--- config.mk ---
export PLATFORM = sky130hd
export DESIGN_NAME = alu_mult_seq
export DESIGN_NICKNAME = d
export VERILOG_FILES = /design/src/rtl/alu_seq_pkg.sv /design/src/rtl/alu_seq_step.sv /design/src/rtl/alu_mult_seq.sv
export SDC_FILE = /design/constraint.sdc
export NUM_CORES = 1
export LEC_CHECK = 0
export BUFFER_PORTS_ARGS = -buffer_cell sky130_fd_sc_hd__buf_2
export CAP_MARGIN = 20
export CORE_ASPECT_RATIO = 1.1
export CORE_MARGIN = 4
export CORE_UTILIZATION = 51
export CTS_CLUSTER_DIAMETER = 40
export DETAILED_ROUTE_END_ITERATION = 8
export PLACE_DENSITY = 0.85
export SLEW_MARGIN = 20
export SYNTH_ARGS = -nofsm -noshare
export SYNTH_HDL_FRONTEND = slang
export SYNTH_SLANG_ARGS = --single-unit
--- constraint.sdc ---
create_clock -name clock -period 3.5 [get_ports clock]
set_input_delay 0.7 -clock clock [delete_from_list [all_inputs] [get_ports clock]]
set_output_delay 0.7 -clock clock [all_outputs]
set_load 0.005 [all_outputs]
--- src/rtl/alu_seq_pkg.sv ---
// Shared constants for the multiply/divide sequencer: ALU op codes, state encoding, defaults.
// The DIV state exists only when ALU_MULT_SEQ_DIV_EN is defined.
package alu_seq_pkg;

  localparam int WIDTH_DEF = 16;
  localparam int CNT_W_DEF = 4;

  // Bit 3 = ainvert, bit 2 = binvert (and carry-in), bits 1:0 = and/or/add/slt
  localparam logic [3:0] ALU_AND = 4'b0000;
  localparam logic [3:0] ALU_OR  = 4'b0001;
  localparam logic [3:0] ALU_ADD = 4'b0010;
  localparam logic [3:0] ALU_SUB = 4'b0110;
  localparam logic [3:0] ALU_SLT = 4'b0111;
  localparam logic [3:0] ALU_NOR = 4'b1100;

`ifdef ALU_MULT_SEQ_DIV_EN
  typedef enum logic [1:0] {
    S_IDLE = 2'd0,
    S_MUL  = 2'd1,
    S_DIV  = 2'd2,
    S_DONE = 2'd3
  } seq_state_t;
`else
  typedef enum logic [1:0] {
    S_IDLE = 2'd0,
    S_MUL  = 2'd1,
    S_DONE = 2'd3
  } seq_state_t;
`endif

endpackage

--- src/rtl/alu_seq_step.sv ---
// One shift-add (multiply) or restoring shift-subtract (divide) step for the {hi, lo} pair.
// The shared ALU only returns a 16-bit sum, so the carry/borrow is rebuilt here from the MSBs.
module alu_seq_step
  import alu_seq_pkg::*;
#(
  parameter int WIDTH = WIDTH_DEF
) (
  input  logic             div_mode_i,
  input  logic [WIDTH-1:0] hi_i,
  input  logic [WIDTH-1:0] lo_i,
  input  logic [WIDTH-1:0] operand_i,
  input  logic [WIDTH-1:0] alu_result_i,
  output logic [WIDTH-1:0] rem_shift_o,
  output logic [WIDTH-1:0] hi_o,
  output logic [WIDTH-1:0] lo_o
);

  logic carry;
  logic noBorrow;
  logic divOk;

  assign rem_shift_o = {hi_i[WIDTH-2:0], lo_i[WIDTH-1]};

  // hi[15] set before the shift means the true partial remainder is 17 bits and always >= divisor
  always_comb begin
    carry    = (hi_i[WIDTH-1] & operand_i[WIDTH-1]) |
               ((hi_i[WIDTH-1] | operand_i[WIDTH-1]) & ~alu_result_i[WIDTH-1]);
    noBorrow = (rem_shift_o[WIDTH-1] & ~operand_i[WIDTH-1]) |
               ((rem_shift_o[WIDTH-1] | ~operand_i[WIDTH-1]) & ~alu_result_i[WIDTH-1]);
    divOk    = hi_i[WIDTH-1] | noBorrow;
    hi_o     = hi_i;
    lo_o     = lo_i;
    if (div_mode_i) begin
      hi_o = divOk ? alu_result_i : rem_shift_o;
      lo_o = {lo_i[WIDTH-2:0], divOk};
    end else if (lo_i[0]) begin
      hi_o = {carry, alu_result_i[WIDTH-1:1]};
      lo_o = {alu_result_i[0], lo_i[WIDTH-1:1]};
    end else begin
      hi_o = {1'b0, hi_i[WIDTH-1:1]};
      lo_o = {hi_i[0], lo_i[WIDTH-1:1]};
    end
  end

endmodule

--- src/rtl/alu_mult_seq.sv ---
// Multi-cycle multiply/divide sequencer that time-shares the 16-bit ALU, one iteration per clock.
// Optional divide support is compiled in with the macro ALU_MULT_SEQ_DIV_EN.
module alu_mult_seq
  import alu_seq_pkg::*;
#(
  parameter int WIDTH = WIDTH_DEF,
  parameter int CNT_W = CNT_W_DEF
) (
  input  logic             clock,
  input  logic             reset,
  input  logic             start,
  input  logic             op_div,
  input  logic [WIDTH-1:0] src_a,
  input  logic [WIDTH-1:0] src_b,
  output logic             busy,
  output logic             done,
  output logic [WIDTH-1:0] hi,
  output logic [WIDTH-1:0] lo,
  output logic [3:0]       alu_op,
  output logic [WIDTH-1:0] alu_a,
  output logic [WIDTH-1:0] alu_b,
  input  logic [WIDTH-1:0] alu_result
);

  seq_state_t       state_q;
  logic [WIDTH-1:0] hi_q;
  logic [WIDTH-1:0] lo_q;
  logic [WIDTH-1:0] mcand_q;
  logic [CNT_W-1:0] cnt_q;
  logic             busy_q;
  logic             done_q;
  logic [WIDTH-1:0] hi_d;
  logic [WIDTH-1:0] lo_d;
  logic [WIDTH-1:0] remShift;
  logic [WIDTH-1:0] stepOperand;
  logic             stepDiv;

`ifdef ALU_MULT_SEQ_DIV_EN
  logic [WIDTH-1:0] dvsr_q;

  assign stepDiv     = (state_q == S_DIV);
  assign stepOperand = stepDiv ? dvsr_q : mcand_q;
`else
  logic unusedOpDiv;

  assign unusedOpDiv = op_div;
  assign stepDiv     = 1'b0;
  assign stepOperand = mcand_q;
`endif

  alu_seq_step #(.WIDTH(WIDTH)) u_step (
    .div_mode_i  (stepDiv),
    .hi_i        (hi_q),
    .lo_i        (lo_q),
    .operand_i   (stepOperand),
    .alu_result_i(alu_result),
    .rem_shift_o (remShift),
    .hi_o        (hi_d),
    .lo_o        (lo_d)
  );

  // The ALU is parked on AND with zero operands whenever no iteration is running
  always_comb begin
    alu_op = ALU_AND;
    alu_a  = '0;
    alu_b  = '0;
    case (state_q)
      S_MUL: begin
        alu_op = ALU_ADD;
        alu_a  = hi_q;
        alu_b  = mcand_q;
      end
`ifdef ALU_MULT_SEQ_DIV_EN
      S_DIV: begin
        alu_op = ALU_SUB;
        alu_a  = remShift;
        alu_b  = dvsr_q;
      end
`endif
      default: ;
    endcase
  end

  always_ff @(posedge clock) begin
    if (reset) begin
      state_q <= S_IDLE;
      hi_q    <= '0;
      lo_q    <= '0;
      mcand_q <= '0;
      cnt_q   <= '0;
      busy_q  <= 1'b0;
      done_q  <= 1'b0;
`ifdef ALU_MULT_SEQ_DIV_EN
      dvsr_q  <= '0;
`endif
    end else begin
      case (state_q)
        S_IDLE: begin
          done_q <= 1'b0;
          if (start) begin
            cnt_q  <= '0;
            hi_q   <= '0;
            busy_q <= 1'b1;
`ifdef ALU_MULT_SEQ_DIV_EN
            if (op_div) begin
              // Divide by zero short-circuits straight to DONE with an all-ones quotient
              if (src_b == '0) begin
                hi_q    <= src_a;
                lo_q    <= '1;
                state_q <= S_DONE;
                done_q  <= 1'b1;
              end else begin
                lo_q    <= src_a;
                dvsr_q  <= src_b;
                state_q <= S_DIV;
              end
            end else begin
              lo_q    <= src_b;
              mcand_q <= src_a;
              state_q <= S_MUL;
            end
`else
            lo_q    <= src_b;
            mcand_q <= src_a;
            state_q <= S_MUL;
`endif
          end
        end
`ifdef ALU_MULT_SEQ_DIV_EN
        S_MUL, S_DIV: begin
`else
        S_MUL: begin
`endif
          hi_q  <= hi_d;
          lo_q  <= lo_d;
          cnt_q <= cnt_q + CNT_W'(1);
          if (cnt_q == CNT_W'(WIDTH - 1)) begin
            state_q <= S_DONE;
            done_q  <= 1'b1;
          end
        end
        S_DONE: begin
          done_q  <= 1'b0;
          busy_q  <= 1'b0;
          state_q <= S_IDLE;
        end
        default: begin
          done_q  <= 1'b0;
          busy_q  <= 1'b0;
          state_q <= S_IDLE;
        end
      endcase
    end
  end

  assign busy = busy_q;
  assign done = done_q;
  assign hi   = hi_q;
  assign lo   = lo_q;

endmodule
======== Word level (Yosys, flattened, before mapping) ========
Cells that the tools add are included.
word-level totals
  register bits after elaboration ......... 56
  input bits .............................. 52
  output and inout bits ................... 70
  word-level logic and storage cells ...... 41
cells by class
  add/sub/neg operators ................... 1
  eq/ne operators ......................... 4
  muxes and demuxes ....................... 16
  bitwise operators ....................... 6
  reduce and logical (&&, ||, !) cells .... 7
operators by type and width
  kind                                           count
  two-way mux 16 bit                             6
  case mux 16 bit (2 select lines)               2
  case mux 4 bit (2 select lines)                1
  AND reduction 2 bit                            4
  two-way mux 2 bit                              3
  adder 4 x 1 -> 4 bit, second input constant    1
  == test 4 bit, second input constant           1
  two-way mux 4 bit                              1
  inequality test 2 bit, second input constant   2
  case mux 2 bit (2 select lines)                1
  AND 1 bit                                      2
  == test 2 x 1 -> 1 bit, second input constant  1
  logical NOT 2 bit                              1
  NOT 1 bit                                      2
  bitwise OR 1 bit                               2
  case mux 1 bit (2 select lines)                1
  nonzero test 2 bit                             1
  OR reduction 2 bit                             1
  two-way mux 1 bit                              1

======== Logic depth before layout (Yosys ltp) ========
  word-level depth ........................ 5
  depth in mapped cells ................... 7
  gate-level depth less buffers ........... 4

======== Modules after synthesis ========
Synthesis repeated with hierarchy kept, for this count alone.
second synthesis, totals
  cell total of the unflattened synthesis .. 381
  area total of the unflattened synthesis .. 3238.1 um2
modules (own cells, without submodules)
  module        instances  cells each  area each (um2)  sequential area each (um2)
  alu_mult_seq  1          250         2384.8           1121.1
  alu_seq_step  1          131         853.3            0.0

======== Least setup slack after synthesis ========
Ideal clock, no wire load.
  path kind ............................... register -> output
  start point ............................. register state_q[1]
  end point ............................... output alu_a[10]
  arrival ................................. 1.211 ns
  data required time ...................... 2.800 ns
  slack ................................... 1.589 ns
  cell stages (with the launch flop) ...... 7
  buffers on the path ..................... 3
  path through ............................ dfxtp_1 > buf_2 > nand2b_1 > buf_2 > inv_2 > clkbuf_1 > and2_1
on the way
  word-level cells in the longest chain between the ends .. 2
ends and longest elaborated chain
  element                 RTL line             source
  from (decl)             alu_mult_seq.sv:25   seq_state_t state_q;
  from (signal assigned)  alu_mult_seq.sv:86   state_q <= S_IDLE;
  from (signal assigned)  alu_mult_seq.sv:125  state_q <= S_MUL;
  from (signal assigned)  alu_mult_seq.sv:138  state_q <= S_DONE;
  == test 2 x 1 -> 1 bit  alu_mult_seq.sv:67   case (state_q)
  two-way mux 16 bit      alu_mult_seq.sv:67
  to (decl)               alu_mult_seq.sv:20   output logic [WIDTH-1:0] alu_a,
No other way between the ends.

======== Worst setup path in the final report ========
  start point ............................. register state_q[0]
  end point ............................... output alu_b[12]
on the way
  word-level cells in the longest chain between the ends .. 2
ends and longest elaborated chain
  element                 RTL line            source
  == test 2 x 1 -> 1 bit  alu_mult_seq.sv:67
  two-way mux 16 bit      alu_mult_seq.sv:67
  to (decl)               alu_mult_seq.sv:21  output logic [WIDTH-1:0] alu_b,
No other way between the ends.

==> impl_results.md <==
- Die height: 84.9 microns
- Ant diodes: 0
- Fmax: 356 MHz
- GR Overflow Total: 0
- Compound-Gate Fraction of Synth Area: 21.1%
- Netlist cell types: 34
- Mapped cell area: approximately 2700 sq um
- Final Skew: 0.00659 ns
- Vias in the first global route: 2516
- IO buf count: approximately 120
- NumNets Final: 491
- CP Capture Type: output pin
- Layout cells sized above 1: between 30% and 40%
- Placement Rows: 27
- Commonest cells after routing, fill and taps aside: buf_2, dfxtp_1, a21oi_1
- Crit Path Category: reg2out
- Clk sinks: 56
- CP max FO: 47
- H-tree levels: 2
- Clock Latency Late Sink: 0.31 ns
- Post-CTS Setup Repair Bufs: 0
- WP data required: 2.80 ns
- Inserted Clock Buffers: 5
- Cells after synthesis: 339
- Avg Inst Size Synth: 8.09 sq um
- Mux contribution to synthesized area: under 10%
- Power density cells: 369 nW/um^2
- Fin crit share: 80.3%
- Status: completed
- Final Power: 1.25 mW
- GP Congestion: 0.751
- Leakage: 1.67 nW
- Worst-path clk slew: 0.09 ns
- Min Tclk post-route: 2.81 ns
- Largest net degree at the start of global routing: 48
- Final setup violation count: 0
- Core area: 5100 sq um
- Synth-to-layout area growth: 23.4%
- Slew @ Worst Pin: about 0.95 ns
- Max Cap Violations: 0
- Slowest stage delay, CP: 0.77 ns
- Flops & latches, synth: 56
- Startpoint types: flip-flop
- Die width: 77.9 microns
- Largest family of logic cells by synthesized area: simple AND/OR/NAND/NOR gates
- Final setup TNS: 0 ns
- Routed wire length: 6.90 mm
- Die footprint: 6620 sq um
- Vias/cell: 5.32
- HPWL after detailed placement: 4.76 mm
- Seq/Total Area, Yosys: between 40 and 50%
- Clock buffer depth: 2
- Hold Buf Count CTS: 0
- Mean routed wirelength per cell: ~14 microns
- Peak supply drop: 0.242 mV
- Via total after detailed routing: roughly 2700
- Hold WS: 0.454 ns
- CTS root buf: clkbuf_8
- Worst path cell trace: nand2b_1 > inv_2 > and2_1 > buf_2
- CP delay by family, top: flip-flops
- Synth Area in Simple Gates: 21.8%
- Initial antenna violation count: 0
- Ys Warns: 0
- Worst rel slew slack: 36.6%
- GR Util All Layers: 21.0%
- Gates resized, CTS repair: 0
- Remaining DRCs: 0
- Global-route wire length before repair: approximately 12 mm
- Drt initial violations: 156
- CTS tree: built
- Post-synthesis xor/xnor area fraction: 0%
- Fill cells: 456
- Adder-cell share of the synthesized area: less than 1%
- Final Hold Viols: 0
- Top Ports: 122
- First-pass iteration count of the detailed router: 5
- Worst hold path type: reg2reg
- Worst Path Buf+Inv: 2
- Max-slew violations: 0
- Initial cell density of the core: 53.8%
- Slowest stage cell, crit path: dfxtp_1
- Most common cell after layout, fill and taps aside: buf_2
- Antenna-violating nets left: 0
- CP arrival: 2.11 ns
- RSZ-0062 raised after global routing: false
==> kinds of logic (layout without fill, tap and decap cells) <==
group | Yosys count | in the layout
compound gates | 86 | 86
fa+ha+maj | 1 | 1
simple gates | 127 | 127
flops | 56 | 56
other cells | 1 | 3
mux | 18 | 18
buf+inv | 50 | 147
==> through the flow <==
step / instance area (sq um) / setup WS, ns / util, % / cells
after global routing: 3390 / 0.432 / 66.4 / 510
after floorplan: 2750 / 1.59 / - / 341
final: 3390 / 0.690 / 66.4 / 510
after CTS: 3390 / 0.695 / 66.4 / 510
after detailed placement: 3310 / 1.02 / 64.9 / 503
after global placement: 3310 / 1.02 / 64.9 / 503
==> metal layers <==
metal  share of wire (%)  track usage (%)  vias up
li1                    -                -     1335
met1                  42             26.0     1253
met2                  48             35.6      113
met3                 8.2             5.41       11
met4                 1.8             6.52        0
met5                   0                0        -
==> worst min-delay path, cell delays in order (launching register included) <==
cell and delay, ns:
dfxtp_1 0.32, nand2_1 0.05, a21oi_1 0.05
==> sequential cells by signal (all words and copies together), names as in the netlist <==
register / count
lo: 16
mcand_q: 16
busy: 1
hi: 16
cnt_q: 4
state_q: 2
done: 1
==> path summary, 6_finish.rpt <==
path           endpoint       start  slack [ns]  cells after the start
max           alu_b[12]  state_q[0]        0.69                      4
min          mcand_q[1]  mcand_q[1]        0.45                      2
max reg2reg    cnt_q[3]  state_q[0]        1.22                      5
min reg2reg  mcand_q[1]  mcand_q[1]        0.45                      2
==> cell type report <==
type / instances / area [sq um] / area share, %
Multi-Input combinational cell: 235 / 1410 / 41.6
Sequential cell: 56 / 1120 / 33.1
Timing Repair Buffer: 122 / 623 / 18.4
Tap cell: 72 / 90.1 / 2.66
Clock buffer: 6 / 72.6 / 2.14
Inverter: 18 / 67.6 / 1.99
Clock inverter: 1 / 5.00 / 0.148
==> cells in the mapped netlist (all sizes together) <==
cell,instances,area [sq um]
buf,17,103
nor3b,1,12.5
o221a,15,169
clkbuf,15,56.3
mux2i,2,20.0
nand2,33,124
inv,18,67.6
nor2b,1,6.26
dfxtp,56,1120
nand4,1,6.26
a31oi,1,6.26
nor3,2,10.0
and2,32,200
o21bai,1,7.51
conb,1,3.75
nand3,1,5.00
and3,1,6.26
nand2b,3,18.8
nor2,49,184
a21oi,50,250
a22oi,16,120
a311o,1,10.0
nor4,1,6.26
or3b,1,8.76
mux2,16,184
a211oi,1,7.51
o2111ai,1,8.76
ha,1,12.5
nor4b,1,8.76
==> report_power, final <==
| part | switching, mW | internal [mW] | total (mW) |
|---|---|---|---|
| combinational | 0.103 | 0.103 | 0.205 |
| sequential | 0.0379 | 0.671 | 0.709 |
| clock | 0.198 | 0.137 | 0.335 |
(Power assumes the default switching activity.)
